<file path="src/rtl/fpu_wb_pipeline.sv">
// fpu_wb_pipeline: in-order write-back pipeline for the float unit.
// Carries each accepted FP instruction through DEPTH stages. Each execution
// unit's result is merged at that unit's latency stage, and a single
// register-file write port is driven from stage DEPTH. RAW hazards against
// in-flight writers stall issue.
// Optional build macro FPU_FWD_EN: forwards ready in-flight results to the
// issue stage, so that a source whose youngest producer has its value does
// not stall.
module fpu_wb_pipeline #(
    parameter int DATA_W     = 32,
    parameter int ADDR_W     = 5,
    parameter int DEPTH      = 5,
    parameter int LAT_CVT    = 1,
    parameter int LAT_LOAD   = 2,
    parameter int LAT_ADDSUB = 3,
    parameter int LAT_MUL    = 5
) (
    input  logic                          clk,
    input  logic                          rst,
    input  logic                          issue_valid,
    output logic                          issue_ready,
    input  logic [2:0]                    issue_op,
    input  logic [ADDR_W-1:0]             issue_rd,
    input  logic [ADDR_W-1:0]             issue_rs1,
    input  logic [ADDR_W-1:0]             issue_rs2,
    input  logic                          issue_rs1_used,
    input  logic                          issue_rs2_used,
    input  logic [DATA_W-1:0]             cvt_data,
    input  logic [DATA_W-1:0]             load_data,
    input  logic [DATA_W-1:0]             addsub_data,
    input  logic [DATA_W-1:0]             mul_data,
    output logic                          wb_en,
    output logic [ADDR_W-1:0]             wb_addr,
    output logic [DATA_W-1:0]             wb_data,
`ifdef FPU_FWD_EN
    output logic                          fwd1_valid,
    output logic [DATA_W-1:0]             fwd1_data,
    output logic                          fwd2_valid,
    output logic [DATA_W-1:0]             fwd2_data,
`endif
    output logic [$clog2(DEPTH+1)-1:0]    inflight
);

    localparam int CNT_W = $clog2(DEPTH + 1);

    localparam logic [2:0] OP_NONE   = 3'd0;
    localparam logic [2:0] OP_CVT    = 3'd1;
    localparam logic [2:0] OP_LOAD   = 3'd2;
    localparam logic [2:0] OP_ADDSUB = 3'd3;
    localparam logic [2:0] OP_MUL    = 3'd4;

    // Every unit must deliver its result somewhere inside the pipeline.
    if (LAT_CVT < 1 || LAT_CVT > DEPTH || LAT_LOAD < 1 || LAT_LOAD > DEPTH ||
        LAT_ADDSUB < 1 || LAT_ADDSUB > DEPTH || LAT_MUL < 1 || LAT_MUL > DEPTH) begin : g_bad_lat
        $error("fpu_wb_pipeline: every LAT_* must lie in 1..DEPTH");
    end

    // Stage state, indexed by stage number 1..DEPTH.
    logic [DEPTH:1]             stg_valid;
    logic [DEPTH:1][2:0]        stg_op;
    logic [DEPTH:1][ADDR_W-1:0] stg_rd;
    logic [DEPTH:1][DATA_W-1:0] stg_data;

    logic [DEPTH:1][DATA_W-1:0] merged;
    logic [DEPTH:1]             writing;
    logic [2:0]                 op_n;
    logic                       accept;
    logic                       stall1, stall2;
    logic [CNT_W-1:0]           nxt_cnt;

    // Undefined opcodes 5-7 behave as "no FP write".
    assign op_n   = (issue_op > OP_MUL) ? OP_NONE : issue_op;
    assign accept = issue_valid && issue_ready;

    // Stage at which an op's result becomes part of the carried data.
    function automatic int lat_of(input logic [2:0] op);
        case (op)
            OP_CVT:    return LAT_CVT;
            OP_LOAD:   return LAT_LOAD;
            OP_ADDSUB: return LAT_ADDSUB;
            OP_MUL:    return LAT_MUL;
            default:   return 0;
        endcase
    endfunction

    // Per-stage data after the unit result merge; feeds the next stage and wb.
    always_comb begin
        merged  = stg_data;
        writing = '0;
        for (int k = 1; k <= DEPTH; k++) begin
            writing[k] = stg_valid[k] && (stg_op[k] != OP_NONE);
            if (stg_op[k] == OP_CVT    && k == LAT_CVT)    merged[k] = cvt_data;
            if (stg_op[k] == OP_LOAD   && k == LAT_LOAD)   merged[k] = load_data;
            if (stg_op[k] == OP_ADDSUB && k == LAT_ADDSUB) merged[k] = addsub_data;
            if (stg_op[k] == OP_MUL    && k == LAT_MUL)    merged[k] = mul_data;
        end
    end

`ifdef FPU_FWD_EN
    logic              f1_hit, f1_rdy, f2_hit, f2_rdy;
    logic [DATA_W-1:0] f1_val, f2_val;

    // Youngest matching writer per source; scan oldest-first so the last hit wins.
    always_comb begin
        f1_hit = 1'b0; f1_rdy = 1'b0; f1_val = '0;
        f2_hit = 1'b0; f2_rdy = 1'b0; f2_val = '0;
        for (int k = DEPTH; k >= 1; k--) begin
            if (writing[k] && stg_rd[k] == issue_rs1) begin
                f1_hit = 1'b1;
                f1_rdy = (k > lat_of(stg_op[k])) || (k == DEPTH);
                f1_val = merged[k];
            end
            if (writing[k] && stg_rd[k] == issue_rs2) begin
                f2_hit = 1'b1;
                f2_rdy = (k > lat_of(stg_op[k])) || (k == DEPTH);
                f2_val = merged[k];
            end
        end
    end

    assign stall1     = issue_rs1_used && f1_hit && !f1_rdy;
    assign stall2     = issue_rs2_used && f2_hit && !f2_rdy;
    assign fwd1_valid = !rst && issue_rs1_used && f1_hit && f1_rdy;
    assign fwd2_valid = !rst && issue_rs2_used && f2_hit && f2_rdy;
    assign fwd1_data  = fwd1_valid ? f1_val : '0;
    assign fwd2_data  = fwd2_valid ? f2_val : '0;
`else
    // Any in-flight writer of a used source blocks issue (regfile has no bypass).
    always_comb begin
        stall1 = 1'b0;
        stall2 = 1'b0;
        for (int k = 1; k <= DEPTH; k++) begin
            if (writing[k] && issue_rs1_used && stg_rd[k] == issue_rs1) stall1 = 1'b1;
            if (writing[k] && issue_rs2_used && stg_rd[k] == issue_rs2) stall2 = 1'b1;
        end
    end
`endif

    // Reset discards everything, so issue is never blocked while it is held.
    assign issue_ready = rst || !(stall1 || stall2);

    assign wb_en   = writing[DEPTH] && !rst;
    assign wb_addr = wb_en ? stg_rd[DEPTH] : '0;
    assign wb_data = wb_en ? merged[DEPTH] : '0;

    // Number of writers that will occupy stages 1..DEPTH after this edge.
    always_comb begin
        nxt_cnt = (accept && op_n != OP_NONE) ? CNT_W'(1) : '0;
        for (int k = 1; k < DEPTH; k++)
            nxt_cnt = nxt_cnt + CNT_W'(writing[k]);
    end

    // Shift every stage forward each cycle; stage 1 takes the issue or a bubble.
    always_ff @(posedge clk) begin
        if (rst) begin
            stg_valid <= '0;
            stg_op    <= '0;
            stg_rd    <= '0;
            stg_data  <= '0;
            inflight  <= '0;
        end else begin
            stg_valid[1] <= accept;
            stg_op[1]    <= accept ? op_n : OP_NONE;
            stg_rd[1]    <= accept ? issue_rd : '0;
            stg_data[1]  <= '0;
            for (int k = 2; k <= DEPTH; k++) begin
                stg_valid[k] <= stg_valid[k-1];
                stg_op[k]    <= stg_op[k-1];
                stg_rd[k]    <= stg_rd[k-1];
                stg_data[k]  <= merged[k-1];
            end
            inflight <= nxt_cnt;
        end
    end

endmodule
</file>
<file path="config.mk">
export PLATFORM = sky130hd
export DESIGN_NAME = fpu_wb_pipeline
export DESIGN_NICKNAME = d
export VERILOG_FILES = /design/src/rtl/fpu_wb_pipeline.sv
export SDC_FILE = /design/constraint.sdc
export NUM_CORES = 1
export LEC_CHECK = 0
export BUFFER_PORTS_ARGS = -buffer_cell sky130_fd_sc_hd__buf_2
export CORE_AREA = 2 2 110 112
export CTS_BUF_LIST = sky130_fd_sc_hd__clkbuf_8
export CTS_CLUSTER_DIAMETER = 100
export CTS_CLUSTER_SIZE = 40
export DETAILED_ROUTE_END_ITERATION = 8
export DIE_AREA = 0 0 112 114
export PLACE_DENSITY = 0.87
export REMOVE_ABC_BUFFERS = 1
export SYNTH_ARGS = -nofsm -noshare
export SYNTH_HDL_FRONTEND = slang
export SYNTH_SLANG_ARGS = --single-unit
</file>
<file path="constraint.sdc">
create_clock -name clk -period 5.3 [get_ports clk]
set_input_delay 0.795 -clock clk [delete_from_list [all_inputs] [get_ports clk]]
set_output_delay 0.795 -clock clk [all_outputs]
set_load 0.01 [all_outputs]
</file>
==> results of run 1 <==
-- registers in the layout, summed over array words and instances, names as in the netlist --
signal / count
stg_data: 96
inflight: 3
stg_valid: 5
stg_rd: 25
stg_op: 15
merged: 32
-- worst max-delay path: cells and delay by family --
family | cells | cell delay (ns)
buffers and inverters | 4 | 0.85
and+or+nand+nor | 2 | 1.09
-- logic make-up (layout without fill, tap and decap cells) --
family	after synthesis	in the layout	share of synthesized area
AND/OR/NAND/NOR	348	348	0.2591
flip-flops	176	176	0.5322
AO/OA/AOI/OAI	107	107	0.09752
buffers and inverters	57	229	0.03572
XOR/XNOR	51	51	0.06747
adder cells (fa/ha/maj)	3	3	0.007938
-- worst min-delay path by stage --
stage | from | endpoint | slack [ns] | cells past startpoint
global placement | merged[104] | stg_data[136] | 0.42 | 1
finish | merged[111] | stg_data[143] | 0.44 | 1
floorplan | merged[96] | stg_data[128] | 0.41 | 1
global route | stg_data[35] | stg_data[67] | 0.45 | 2
detailed placement | merged[111] | stg_data[143] | 0.42 | 1
CTS | merged[101] | stg_data[133] | 0.44 | 1
-- power groups by stage --
| stage | Sequential (W) | Clock, W | Combinational, W |
|---|---|---|---|
| after global placement | 0.00137 | 0 | 0.000129 |
| after CTS | 0.00134 | 0.00105 | 0.000132 |
| after floorplan | 0.00137 | 0 | 0.0000428 |
| after detailed placement | 0.00138 | 0 | 0.000131 |
| after global routing | 0.00135 | 0.00111 | 0.000145 |
| final | 0.00134 | 0.00104 | 0.000132 |
-- placed cells by master (no fill, tap or decap), drive strengths merged, types with 2 or more instances in the layout --
| cell type | n |
|---|---|
| a21boi | 3 |
| a21oi | 96 |
| and2 | 39 |
| buf | 194 |
| bufinv | 5 |
| clkbuf | 17 |
| dfxtp | 176 |
| fa | 2 |
| inv | 11 |
| nand2 | 197 |
| nand3 | 7 |
| nand4 | 2 |
| nor2 | 6 |
| nor2b | 71 |
| nor3 | 2 |
| nor3b | 6 |
| nor4 | 10 |
| nor4b | 2 |
| o31ai | 6 |
| or3 | 3 |
| xnor2 | 25 |
| xor2 | 26 |
-- per-stage QoR --
| step | area (µm²) | total power (W) |
|---|---|---|
| 6_report | 8028 | 0.002519 |
| 5_1_grt | 8028 | 0.002604 |
| 4_1_cts | 8028 | 0.002531 |
| 3_5_place_dp | 7569 | 0.001507 |
| 3_3_place_gp | 7569 | 0.001504 |
| 2_1_floorplan | 6399 | 0.001416 |
-- cell type report --
| type | instances | area share |
|---|---|---|
| timing repair buffer | 194 | 0.1219 |
| clock buffer | 17 | 0.02915 |
| clock inverter | 14 | 0.02805 |
| sequential | 176 | 0.4389 |
| inverter | 4 | 0.001870 |
| multi-input combinational | 509 | 0.3572 |
| tap | 147 | 0.02291 |
-- layer usage --
metal  part of all wire  up-vias  global-route usage
met1               0.48     2266              0.3119
met2               0.45      171              0.3438
met3              0.061       15             0.06376
met4              0.013        0             0.07154
li1                   -     2672                   -
met5                  0        -                   0
==> impl_metrics.ini, run 1 <==
[power_and_ir_drop]
p_sw_w = 0.0005495
swShare = 0.2181
combPwrFrac = 0.052
p_per_area_mw_per_mm2 = 313.8
p_clk_frac = 0.414
ir_drop_uv = 188.4
p_seq_frac = 0.534
intPower_w = 0.001970
p_leak_nw = 3.255

[layout]
fillers = 949
final_util = 0.6855
area_growth_pct = 21.26
multi_input_area_mm2 = 0.002868
seqCellArea_mm2 = 0.003523
antennaDiodeCount = 0
nets = 1056
drive_above_1_share = 0.2615
stdcell_count = 1061

[timing]
final-setup-viol-count = 0
tightest_slew_ns = 1.195
min_period_over_period = 0.6716
finClkSkew_ns = 0.01411
finalHoldViolCount = 0
timing.final.ws_setup_ns = 1.740
fin_setup_tns_ns = 0
worst_hold_slack_ns = 0.4398
fmax_mhz = 280.9
slew_headroom = 0.2035
slew_viol_final = 0
finalWorstPathRequiredPeriod_ns = 3.560
rsz0062_at_grt = no

[setup_path]
critPathLaunch = rst
slowest_stage = nand2b_1
cp.arrival_ns = 2.76
critPathKind = input port to primary output
r2r_end = inflight[1]
crit_fanout = 49
endpoint = wb_addr[3]
cpPeakStageDelay_ns = 0.87
reg2reg_setup_slack_ns = 2.59
crit_path_end_kind = primary output
rr_worst_depth = 10
r2r_start = stg_op[14]
required_ns = 4.51
startpoint_type = input port
cp_cell_sequence = buf_4 -> inv_1 -> nand2b_1 -> inv_2 -> and2_1 -> buf_2

[drt]
drt-initial-drc-count = 286
via_per_inst = 4.829
vias = 5124
routed_wl_mm = 14.36
first_pass_iters = 5
drc = 0
drtAntennaViolNets = 0
avgRoutedWirePerCell_um = 13.54

[floorplanning]
rows = 40
die_y_um = 114
dieWidth_um = 112
pin_count = 193
die_area_mm2 = 0.01277
coreArea_mm2 = 0.01171
start_util = 0.5653

[global_route]
grt_antenna_before_repair = 0
grt_max_degree = 90
grt_usage = 0.2250
grt_pass1_vias = 4690
grt.overflow.total = 0
grt_pass1_wl_mm = 22.65

[clocking]
htree_levels = 4
cts_hold_buffers = 0
clkLatencyLatePin_ns = 0.44
ctsResizeCount = 0
numCtsBuffers = 17
post_cts_buffers = 0
path_clk_slew_ns = 0.09
clock-sinks = 176
cts_tree = built
clk_path_buf_depth = 2
cts_root_buf = clkbuf_8

[place]
place.gp.congestion = 0.9049
post-dp-hpwl_mm = 10.19
dp_slack_ns = 1.709
port_buffers = 192
dp_cells = 1030

[synthesis]
synth_area_leaders = dfxtp_1, nand2_1, a21oi_1, nor2b_1, and2_1
synth_flop_cell = dfxtp_1
ys_async_sr_fraction = 0
ys_types = 35
synth.cells.most_frequent = nand2_1, dfxtp_1, a21oi_1
synth_edf_count = 0
yosysSeqAreaShare = 0.5322
synth.most_common_cell = nand2_1
postSynthCellCount = 742
avgSynthCellArea_um2 = 8.922
ys_ff_latch = 176
synth_area_mm2 = 0.006620
yosys_warnings = 0
yosysTopAreaCell = dfxtp_1
synth.top_cell.area_share = 0.5322

[run]
max_cap_violations = 0

[min_path]
hp-class = flip-flop to flip-flop

[run_status]
status = finished, final reports clean
Power figures use the tool's default switching activity.
==> run 2: changes to the inputs <==
--- a/config.mk
+++ b/config.mk
@@ -6,13 +6,13 @@
 export NUM_CORES = 1
 export LEC_CHECK = 0
 export BUFFER_PORTS_ARGS = -buffer_cell sky130_fd_sc_hd__buf_2
-export CORE_AREA = 2 2 110 112
+export CORE_AREA = 2 2 121 123
 export CTS_BUF_LIST = sky130_fd_sc_hd__clkbuf_8
 export CTS_CLUSTER_DIAMETER = 100
 export CTS_CLUSTER_SIZE = 40
 export DETAILED_ROUTE_END_ITERATION = 8
-export DIE_AREA = 0 0 112 114
-export PLACE_DENSITY = 0.87
+export DIE_AREA = 0 0 123 125
+export PLACE_DENSITY = 0.77
 export REMOVE_ABC_BUFFERS = 1
 export SYNTH_ARGS = -nofsm -noshare
 export SYNTH_HDL_FRONTEND = slang
==> constraint.sdc (replaced) <==
create_clock -name clk -period 2.9 [get_ports clk]
set_input_delay 0.435 -clock clk [delete_from_list [all_inputs] [get_ports clk]]
set_output_delay 0.435 -clock clk [all_outputs]
set_load 0.01 [all_outputs]
==> run 2 against run 1 <==
  * Critical endpoint is now issue_ready
  * Global-route usage shrank 1.7 points
  * First-iteration DRC count grew 24%
  * Worst setup slack lost 1.6 ns
  * Clock power grew 53%
==> impl_metrics.ini, run 2 (synthesis results as in run 1) <==
[run_status]
status = finished, final reports clean

[power_and_ir_drop]
ir_drop_uv = 321.2
p_leak_nw = 3.249
intPower_w = 0.003196
combPwrFrac = 0.056
p_clk_frac = 0.371
p_per_area_mw_per_mm2 = 531.7
fin_total_pwr_w = 0.004292
p_seq_frac = 0.573
swShare = 0.2553
p_sw_w = 0.001096

[clocking]
path_clk_slew_ns = 0.11
numCtsBuffers = 17
htree_levels = 4
clock-sinks = 176
cts_tree = built
clk_path_buf_depth = 2
clkLatencyLatePin_ns = 0.46
cts_root_buf = clkbuf_8

[floorplanning]
start_util = 0.4661
dieWidth_um = 123
die_y_um = 125
pin_count = 193
coreArea_mm2 = 0.01420
rows = 44
die_area_mm2 = 0.01538

[setup_path]
cp.arrival_ns = 2.35
crit_fanout = 3
critPathKind = flip-flop to primary output
slowest_stage = or3_1
required_ns = 2.47
critPathMostFrequentCell = or3_1
cpPeakStageDelay_ns = 0.39
r2r_start = stg_op[12]
cp_cell_sequence = o31ai_4 -> or3_1 -> nor4_1 -> or3_1 -> o311ai_2 -> a21boi_2 -> buf_2
startpoint_type = flip-flop
crit_path_end_kind = primary output
critPathLaunch = stg_op[12]

[drt]
via_per_inst = 4.647
drc = 0
routed_wl_mm = 15.84
first_pass_iters = 5
avgRoutedWirePerCell_um = 14.32
drt-initial-drc-count = 356
drtAntennaViolNets = 0
vias = 5140

[place]
port_buffers = 192
post-dp-hpwl_mm = 11.67
place.gp.congestion = 0.8791

[layout]
area_growth_pct = 21.92
nets = 1064
mostFrequentLayoutCell = nand2_1
final_util = 0.5683
antennaDiodeCount = 0
largest_register = stg_data
largest_register_ffs = 96
drive_above_1_share = 0.2701
layout_common_cells = nand2_1, buf_2, dfxtp_1

[min_path]
hp-class = input port to flip-flop
hold_start = cvt_data[25]

[global_route]
grt_max_degree = 119
grt.overflow.total = 0
grt_antenna_before_repair = 0
grt_pass1_vias = 4733
grt_usage = 0.2081
grt_pass1_wl_mm = 24.34

[timing]
slew_viol_final = 0
slew_headroom = 0.2551
rsz0062_at_grt = no
final-setup-viol-count = 0
fmax_mhz = 359.7
finClkSkew_ns = 0.02166
tightest_slew_ns = 1.117
finalHoldViolCount = 0
finalWorstPathRequiredPeriod_ns = 2.780
min_period_over_period = 0.9587
fin_setup_tns_ns = 0

[run]
max_cap_violations = 0
[run 2: power by group through the flow]
stage / logic (W) / registers [W] / clock network (W)
5_1_grt: 0.000269 / 0.00246 / 0.00172
6_report: 0.000242 / 0.00246 / 0.00159
3_3_place_gp: 0.000243 / 0.00252 / 0
2_1_floorplan: 0.0000783 / 0.00251 / 0
3_5_place_dp: 0.000243 / 0.00252 / 0
4_1_cts: 0.000244 / 0.00246 / 0.00162
[run 2: final cells by class]
class / instances / area [µm²]
tap: 184 / 230.2
multi-input combinational: 509 / 2872
clock buffer: 17 / 234.0
sequential: 176 / 3523
fill: 1295 / 6132
clock inverter: 14 / 146.4
inverter: 4 / 15.01
timing repair buffer: 202 / 1051
[run 2: stage by stage]
stage                     std cells  worst slack, ns  area [µm²]  hold WS (ns)
after detailed placement       1074           0.1721        7680        0.4239
after floorplan                 689           0.4870        6399        0.4138
after global placement         1074           0.2039        7680        0.4174
final                          1106           0.1198        8071        0.1616
after CTS                      1105         0.004340        8060        0.1421
after global routing           1106          0.01084        8071        0.1429
[run 2: metal layers]
| metal | up-vias | routed length, µm | global-route usage |
|---|---|---|---|
| li1 | 2693 | - | - |
| met1 | 2255 | 7610 | 0.3010 |
| met2 | 170 | 7054 | 0.3113 |
| met3 | 22 | 876 | 0.04334 |
| met4 | 0 | 295 | 0.06551 |
| met5 | - | 0 | 0 |
[run 2: timing repair]
item / 4_1_cts / 5_1_grt
endpoints found under the setup margin: 0 / 1
endpoints found under the hold margin: 0 / 0
hold buffers: 0 / 0
gates resized for setup: 0 / 1
setup buffers: 0 / 1
[run 2: final timing paths]
check	end	slack, ns	cells after the start
min	stg_data[57]	0.16	2
max reg2reg	inflight[1]	0.24	10
max	issue_ready	0.12	7
min reg2reg	merged[116]	0.44	2
[run 2: critical path, delay by kind of cell, from the launching register on]
| family | cells | cell delay, ns |
|---|---|---|
| AO/OA/AOI/OAI | 3 | 0.80 |
| AND/OR/NAND/NOR | 3 | 0.61 |
| flip-flops | 1 | 0.34 |
| buffers and inverters | 1 | 0.14 |
